--- src/rtl/pcie_csr_responder_pkg.sv ---
// Shared constants, response codes and FSM state types for the PCIe feature CSR responder.
package pcie_csr_responder_pkg;

  localparam int unsigned DATA_W = 64;
  localparam int unsigned STRB_W = DATA_W / 8;
  localparam int unsigned RESP_W = 2;

  localparam int unsigned OFF_DFH        = 32'h00;
  localparam int unsigned OFF_SCRATCHPAD = 32'h08;
  localparam int unsigned OFF_STAT       = 32'h10;
  localparam int unsigned OFF_ERROR_MASK = 32'h18;
  localparam int unsigned OFF_ERROR      = 32'h20;

  localparam logic [RESP_W-1:0] RESP_OKAY   = 2'b00;
  localparam logic [RESP_W-1:0] RESP_SLVERR = 2'b10;

  typedef enum logic {
    W_IDLE,
    W_RESP
  } w_state_e;

  typedef enum logic {
    R_IDLE,
    R_DATA
  } r_state_e;

  typedef enum logic [2:0] {
    SEL_NONE,
    SEL_DFH,
    SEL_SCRATCHPAD,
    SEL_STAT,
    SEL_ERROR_MASK,
    SEL_ERROR
  } reg_sel_e;

  // Expand per-byte enables into a per-bit mask.
  function automatic logic [DATA_W-1:0] strb_to_mask(input logic [STRB_W-1:0] strb);
    logic [DATA_W-1:0] mask;
    mask = '0;
    for (int i = 0; i < int'(STRB_W); i++) begin
      mask[i*8 +: 8] = {8{strb[i]}};
    end
    return mask;
  endfunction

endpackage

--- src/rtl/pcie_csr_responder.sv ---
// AXI-lite style CSR responder for a feature window: DFH, scratchpad, status and
// sticky error registers with independent read and write channels.
module pcie_csr_responder
  import pcie_csr_responder_pkg::*;
#(
  parameter int unsigned ADDR_W    = 16,
  parameter logic [63:0] DFH_VALUE = 64'h3000000010000020,
  parameter int unsigned ERR_W     = 32
) (
  input  logic              clk,
  input  logic              rst_n,
  input  logic              awvalid,
  output logic              awready,
  input  logic [ADDR_W-1:0] awaddr,
  input  logic              wvalid,
  output logic              wready,
  input  logic [63:0]       wdata,
  input  logic [7:0]        wstrb,
  output logic              bvalid,
  input  logic              bready,
  output logic [1:0]        bresp,
  input  logic              arvalid,
  output logic              arready,
  input  logic [ADDR_W-1:0] araddr,
  output logic              rvalid,
  input  logic              rready,
  output logic [63:0]       rdata,
  output logic [1:0]        rresp,
  input  logic [63:0]       stat_in,
  input  logic [ERR_W-1:0]  err_in,
  output logic              err_irq
);

  w_state_e          w_state_q, w_state_d;
  r_state_e          r_state_q, r_state_d;
  logic              bvalid_q, bvalid_d;
  logic [1:0]        bresp_q, bresp_d;
  logic              rvalid_q, rvalid_d;
  logic [63:0]       rdata_q, rdata_d;
  logic [1:0]        rresp_q, rresp_d;
  logic [63:0]       scratch_q, scratch_d;
  logic [63:0]       stat_q, stat_d;
  logic [63:0]       mask_q, mask_d;
  logic [ERR_W-1:0]  error_q, error_d;
  logic              err_irq_q, err_irq_d;

  logic              wr_fire_c;
  logic              wr_misaligned_c;
  reg_sel_e          wr_sel_c;
  logic [63:0]       wr_bitmask_c;
  logic [ERR_W-1:0]  err_clr_c;
  logic              rd_fire_c;
  logic              rd_misaligned_c;
  reg_sel_e          rd_sel_c;
  logic [63:0]       rd_value_c;

  function automatic reg_sel_e decode(input logic [ADDR_W-1:0] addr);
    reg_sel_e sel;
    sel = SEL_NONE;
    if (addr == ADDR_W'(OFF_DFH))             sel = SEL_DFH;
    else if (addr == ADDR_W'(OFF_SCRATCHPAD)) sel = SEL_SCRATCHPAD;
    else if (addr == ADDR_W'(OFF_STAT))       sel = SEL_STAT;
    else if (addr == ADDR_W'(OFF_ERROR_MASK)) sel = SEL_ERROR_MASK;
    else if (addr == ADDR_W'(OFF_ERROR))      sel = SEL_ERROR;
    return sel;
  endfunction

  // Address and data are only taken together, and never while reset is asserted.
  assign awready   = rst_n && (w_state_q == W_IDLE) && awvalid && wvalid;
  assign wready    = awready;
  assign arready   = rst_n && (r_state_q == R_IDLE);
  assign wr_fire_c = awready;
  assign rd_fire_c = arvalid && arready;

  assign bvalid  = bvalid_q;
  assign bresp   = bresp_q;
  assign rvalid  = rvalid_q;
  assign rdata   = rdata_q;
  assign rresp   = rresp_q;
  assign err_irq = err_irq_q;

  // Register file update; a set from err_in always wins over a W1C clear.
  always_comb begin
    scratch_d       = scratch_q;
    mask_d          = mask_q;
    stat_d          = stat_in;
    err_clr_c       = '0;
    wr_sel_c        = decode(awaddr);
    wr_misaligned_c = (awaddr[2:0] != 3'b000);
    wr_bitmask_c    = strb_to_mask(wstrb);
    if (wr_fire_c && !wr_misaligned_c) begin
      case (wr_sel_c)
        SEL_SCRATCHPAD: scratch_d = (scratch_q & ~wr_bitmask_c) | (wdata & wr_bitmask_c);
        SEL_ERROR_MASK: mask_d    = (mask_q & ~wr_bitmask_c) | (wdata & wr_bitmask_c);
        SEL_ERROR:      err_clr_c = ERR_W'(wdata & wr_bitmask_c);
        default:        ;
      endcase
    end
    error_d   = (error_q & ~err_clr_c) | (err_in & ~mask_q[ERR_W-1:0]);
    err_irq_d = |error_q;
  end

  // Write channel FSM.
  always_comb begin
    w_state_d = w_state_q;
    bvalid_d  = bvalid_q;
    bresp_d   = bresp_q;
    case (w_state_q)
      W_IDLE: begin
        if (wr_fire_c) begin
          w_state_d = W_RESP;
          bvalid_d  = 1'b1;
          bresp_d   = wr_misaligned_c ? RESP_SLVERR : RESP_OKAY;
        end
      end
      W_RESP: begin
        if (bready) begin
          w_state_d = W_IDLE;
          bvalid_d  = 1'b0;
        end
      end
      default: begin
        w_state_d = W_IDLE;
        bvalid_d  = 1'b0;
      end
    endcase
  end

  // Read mux sees pre-write register contents.
  always_comb begin
    rd_sel_c        = decode(araddr);
    rd_misaligned_c = (araddr[2:0] != 3'b000);
    case (rd_sel_c)
      SEL_DFH:        rd_value_c = DFH_VALUE;
      SEL_SCRATCHPAD: rd_value_c = scratch_q;
      SEL_STAT:       rd_value_c = stat_q;
      SEL_ERROR_MASK: rd_value_c = mask_q;
      SEL_ERROR:      rd_value_c = 64'(error_q);
      default:        rd_value_c = '0;
    endcase
    if (rd_misaligned_c) rd_value_c = '0;
  end

  // Read channel FSM.
  always_comb begin
    r_state_d = r_state_q;
    rvalid_d  = rvalid_q;
    rdata_d   = rdata_q;
    rresp_d   = rresp_q;
    case (r_state_q)
      R_IDLE: begin
        if (rd_fire_c) begin
          r_state_d = R_DATA;
          rvalid_d  = 1'b1;
          rdata_d   = rd_value_c;
          rresp_d   = rd_misaligned_c ? RESP_SLVERR : RESP_OKAY;
        end
      end
      R_DATA: begin
        if (rready) begin
          r_state_d = R_IDLE;
          rvalid_d  = 1'b0;
        end
      end
      default: begin
        r_state_d = R_IDLE;
        rvalid_d  = 1'b0;
      end
    endcase
  end

  always_ff @(posedge clk) begin
    if (!rst_n) begin
      w_state_q <= W_IDLE;
      r_state_q <= R_IDLE;
      bvalid_q  <= 1'b0;
      bresp_q   <= '0;
      rvalid_q  <= 1'b0;
      rdata_q   <= '0;
      rresp_q   <= '0;
      scratch_q <= '0;
      stat_q    <= '0;
      mask_q    <= '0;
      error_q   <= '0;
      err_irq_q <= 1'b0;
    end else begin
      w_state_q <= w_state_d;
      r_state_q <= r_state_d;
      bvalid_q  <= bvalid_d;
      bresp_q   <= bresp_d;
      rvalid_q  <= rvalid_d;
      rdata_q   <= rdata_d;
      rresp_q   <= rresp_d;
      scratch_q <= scratch_d;
      stat_q    <= stat_d;
      mask_q    <= mask_d;
      error_q   <= error_d;
      err_irq_q <= err_irq_d;
    end
  end

endmodule
--- config.mk ---
export PLATFORM = sky130hd
export DESIGN_NAME = pcie_csr_responder
export DESIGN_NICKNAME = d
export VERILOG_FILES = /design/src/rtl/pcie_csr_responder_pkg.sv /design/src/rtl/pcie_csr_responder.sv
export SDC_FILE = /design/constraint.sdc
export NUM_CORES = 1
export LEC_CHECK = 0
export ABC_AREA = 1
export CAP_MARGIN = 25
export CORE_MARGIN = 5
export CORE_UTILIZATION = 50
export DETAILED_ROUTE_END_ITERATION = 10
export PLACE_DENSITY = 0.8
export SLEW_MARGIN = 25
export SYNTH_ARGS = -nofsm -noshare
export SYNTH_HDL_FRONTEND = slang
export SYNTH_SLANG_ARGS = --single-unit
export TNS_END_PERCENT = 10
--- constraint.sdc ---
create_clock -name clk -period 3.6 [get_ports clk]
set_input_delay 0.9 -clock clk [delete_from_list [all_inputs] [get_ports clk]]
set_output_delay 0.9 -clock clk [all_outputs]
set_load 0.05 [all_outputs]
==> run_summary.xml <==
<?xml version="1.0" encoding="UTF-8"?>
<metrics>
  <group name="status">
    <metric name="status" unit="">completed</metric>
  </group>
  <group name="setup_path">
    <metric name="worst_setup_path_startpoint" unit="">wvalid</metric>
    <metric name="timing.critical_path.fanout_max" unit="">5</metric>
    <metric name="r2r_slack" unit="ps">1340</metric>
    <metric name="crit_family" unit="">buffers and inverters</metric>
    <metric name="path_class" unit="">input port to output port</metric>
    <metric name="cp_data_required_time" unit="ps">2700</metric>
    <metric name="cell_by_cell_listing_of_the_critical_path" unit="">clkdlybuf4s50_1, nand4_1, inv_1, buf_12</metric>
    <metric name="worst_path_max_delay_cell" unit="">clkdlybuf4s50_1</metric>
    <metric name="worst_ep_arrival_time" unit="ps">1900</metric>
    <metric name="r2r-start" unit="">w_state_q$_SDFF_PN0_</metric>
    <metric name="start_kind" unit="">input port</metric>
    <metric name="cpPeakStageDelay" unit="ps">460</metric>
    <metric name="cp-end-kind" unit="">output port</metric>
    <metric name="cp_num_buf_inv" unit="">3</metric>
  </group>
  <group name="clock_tree">
    <metric name="cts_tree" unit="">done</metric>
    <metric name="clk_root_buffer_cell" unit="">clkbuf_16</metric>
    <metric name="buffers_from_clock_root_to_sink_at_most" unit="">3</metric>
    <metric name="cts_inserted_buffers" unit="">31</metric>
    <metric name="cts_setup_buffers" unit="">0</metric>
    <metric name="cts_resized" unit="">0</metric>
    <metric name="clkSlewWorstSetupHoldPaths" unit="ps">60</metric>
    <metric name="clock_sinks" unit="">295</metric>
    <metric name="post_cts_hold_buffer_count" unit="">0</metric>
    <metric name="worst_skew_pair.late_latency" unit="ps">550</metric>
    <metric name="htreeDepth" unit="">1</metric>
  </group>
  <group name="synth">
    <metric name="yosys_register_bits" unit="">295</metric>
    <metric name="post_synth_inst_count" unit="">1720</metric>
    <metric name="post_synth_main_area_contributors" unit="">dfxtp_1 48%, nand2_1 18%, a21oi_1 9.2%</metric>
    <metric name="synth_seq_area_share" unit="%">48.0</metric>
    <metric name="syn_area_per_cell" unit="um^2">7.15</metric>
    <metric name="synth_area" unit="um^2">12300</metric>
    <metric name="synthDominantCellAreaShare" unit="%">48.0</metric>
    <metric name="synth_cell_type_count" unit="">25</metric>
    <metric name="ys.warnings.count" unit="">0</metric>
    <metric name="yosysTopAreaCell" unit="">dfxtp_1</metric>
  </group>
  <group name="final_layout">
    <metric name="postLayoutCoreUtil" unit="%">67.7</metric>
    <metric name="most-common-layout-cells" unit="">586 x nand2_1, 295 x dfxtp_1, 274 x clkdlybuf4s50_1, 226 x a21oi_1, 177 x nand3_1</metric>
    <metric name="multiInputGateArea" unit="um^2">5450</metric>
    <metric name="n_fill_cell" unit="">2039</metric>
    <metric name="final_net_count" unit="">2155</metric>
    <metric name="flow.area_growth_from_synthesis" unit="%">33.4</metric>
    <metric name="post_layout_nonfiller_instances" unit="">2295</metric>
    <metric name="regArea" unit="um^2">5910</metric>
    <metric name="design_area" unit="um^2">16400</metric>
    <metric name="drive_gt1_share" unit="%">5.63</metric>
    <metric name="final_common_cell" unit="">nand2_1</metric>
  </group>
  <group name="sta">
    <metric name="grt_setup_unrepaired" unit="">no</metric>
    <metric name="setup_slack" unit="ps">801</metric>
    <metric name="setup_tns" unit="ps">0</metric>
    <metric name="max_clock_skew" unit="ps">6.44</metric>
    <metric name="setup_viol" unit="">0</metric>
    <metric name="maxSlewViolCount" unit="">0</metric>
    <metric name="worst-slew-pin-transition" unit="ps">1090</metric>
    <metric name="finalHoldViolations" unit="">0</metric>
    <metric name="fin_crit" unit="ps">2800</metric>
    <metric name="maxSlewHeadroom" unit="%">27.3</metric>
    <metric name="fmaxAchievable" unit="MHz">357</metric>
    <metric name="timing.final.crit_share" unit="%">77.8</metric>
  </group>
  <group name="worst_hold_path">
    <metric name="hold_wc_startpoint" unit="">w_state_q$_SDFF_PN0_</metric>
    <metric name="hp-class" unit="">flip-flop to flip-flop</metric>
  </group>
  <group name="grt">
    <metric name="grt.total_usage" unit="%">26.8</metric>
    <metric name="global_route.overflow_total" unit="">0</metric>
    <metric name="grt_pass1_vias" unit="">12305</metric>
    <metric name="antenna_found_initial" unit="">2</metric>
    <metric name="pin_count_of_the_biggest_net_entering_global_routing" unit="">227</metric>
    <metric name="first_pass_grt_wire_length" unit="um">62900</metric>
  </group>
  <group name="placed_design">
    <metric name="placement.setup.worst_slack" unit="ps">380</metric>
    <metric name="place_inst" unit="">2239</metric>
    <metric name="place_area" unit="um^2">15400</metric>
    <metric name="routability_congestion" unit="">0.893</metric>
    <metric name="port_buffers" unit="">278</metric>
    <metric name="dp.final_hpwl" unit="um">26000</metric>
  </group>
  <group name="detailed_routing">
    <metric name="drtIter0Drc" unit="">965</metric>
    <metric name="drcViolationCount" unit="">0</metric>
    <metric name="via_count" unit="">12649</metric>
    <metric name="totalWireLength" unit="um">38700</metric>
    <metric name="post_drt_via_cell_ratio" unit="">5.51</metric>
    <metric name="drt-wirelength-per-cell" unit="um">16.9</metric>
    <metric name="drt-pass1-iter-count" unit="">7</metric>
    <metric name="ant_nets" unit="">0</metric>
  </group>
  <group name="die">
    <metric name="effective_utilization_at_floorplan" unit="%">50.7</metric>
    <metric name="chipHeight" unit="um">167</metric>
    <metric name="die-width" unit="um">167</metric>
    <metric name="pin_count" unit="">281</metric>
    <metric name="floorplan.rows" unit="">57</metric>
    <metric name="dieArea" unit="um^2">27800</metric>
    <metric name="coreArea" unit="um^2">24200</metric>
  </group>
  <group name="power_and_ir_drop">
    <metric name="power.static_leakage" unit="uW">0.00632</metric>
    <metric name="peakVddDrop" unit="V">0.000344</metric>
    <metric name="power_per_cell_area" unit="nW/um^2">436</metric>
  </group>
  <group name="run">
    <metric name="max_cap_viol_count" unit="">0</metric>
  </group>
</metrics>
[cell type report]
class	count	share of cell area, %
well taps	324	2.47
flip-flops and latches	295	36.0
diodes	1	0.0152
multi-input cells	1182	33.2
clock inverters	11	0.945
repair buffers	311	19.1
clock buffers	44	5.33
inverters	127	2.94
[final timing paths]
check | end | depth (start not counted)
setup / recovery | awready | 4
hold / removal | bvalid$_SDFFE_PN0P_ | 1
setup reg to reg | flip-flop | 10
hold reg to reg | bvalid$_SDFFE_PN0P_ | 1
[where the power goes]
| group | internal [uW] | total (uW) | switching (uW) |
|---|---|---|---|
| Clock | 1960 | 3250 | 1290 |
| Sequential | 3330 | 3370 | 34.9 |
| Combinational | 272 | 539 | 267 |
[metal layers]
metal	track usage, %	vias to the layer above	wire (um)
met5	0	-	27
met4	8.86	4	1130
met3	5.40	96	3590
met2	45.8	641	18500
met1	33.9	5825	15500
li1	-	6083	-
[cell usage after synthesis]
| library cell | number |
|---|---|
| a21oi_1 | 226 |
| a31oi_1 | 1 |
| and2_1 | 3 |
| buf_1 | 5 |
| buf_2 | 28 |
| buf_4 | 10 |
| clkbuf_1 | 74 |
| conb_1 | 1 |
| dfxtp_1 | 295 |
| inv_1 | 118 |
| inv_2 | 9 |
| nand2_1 | 587 |
| nand3_1 | 177 |
| nand3_2 | 1 |
| nand3b_1 | 32 |
| nand4_1 | 96 |
| nor2_1 | 21 |
| nor2_2 | 12 |
| nor3_1 | 1 |
| nor3b_2 | 1 |
| nor3b_4 | 1 |
| nor4_1 | 7 |
| o21ai_0 | 11 |
| o21bai_1 | 2 |
| o31ai_1 | 1 |
[per-stage QoR]
stage / hold WS (ps) / power [uW]
4_1_cts: 438 / 7200
2_1_floorplan: 408 / 3630
6_report: 442 / 7160
3_5_place_dp: 434 / 3970
5_1_grt: 474 / 7400
3_3_place_gp: 414 / 3970
[cells by family (layout without fill, tap and decap cells)]
| group | count (synthesis) | in the layout | synth area share [%] |
|---|---|---|---|
| compound gates | 241 | 241 | 9.87 |
| buf+inv | 244 | 493 | 8.03 |
| flops | 295 | 295 | 48.0 |
| other cells | 1 | 3 | 0.0305 |
| simple gates | 939 | 939 | 34.1 |
No activity file was read; power rests on OpenSTA's default activity.
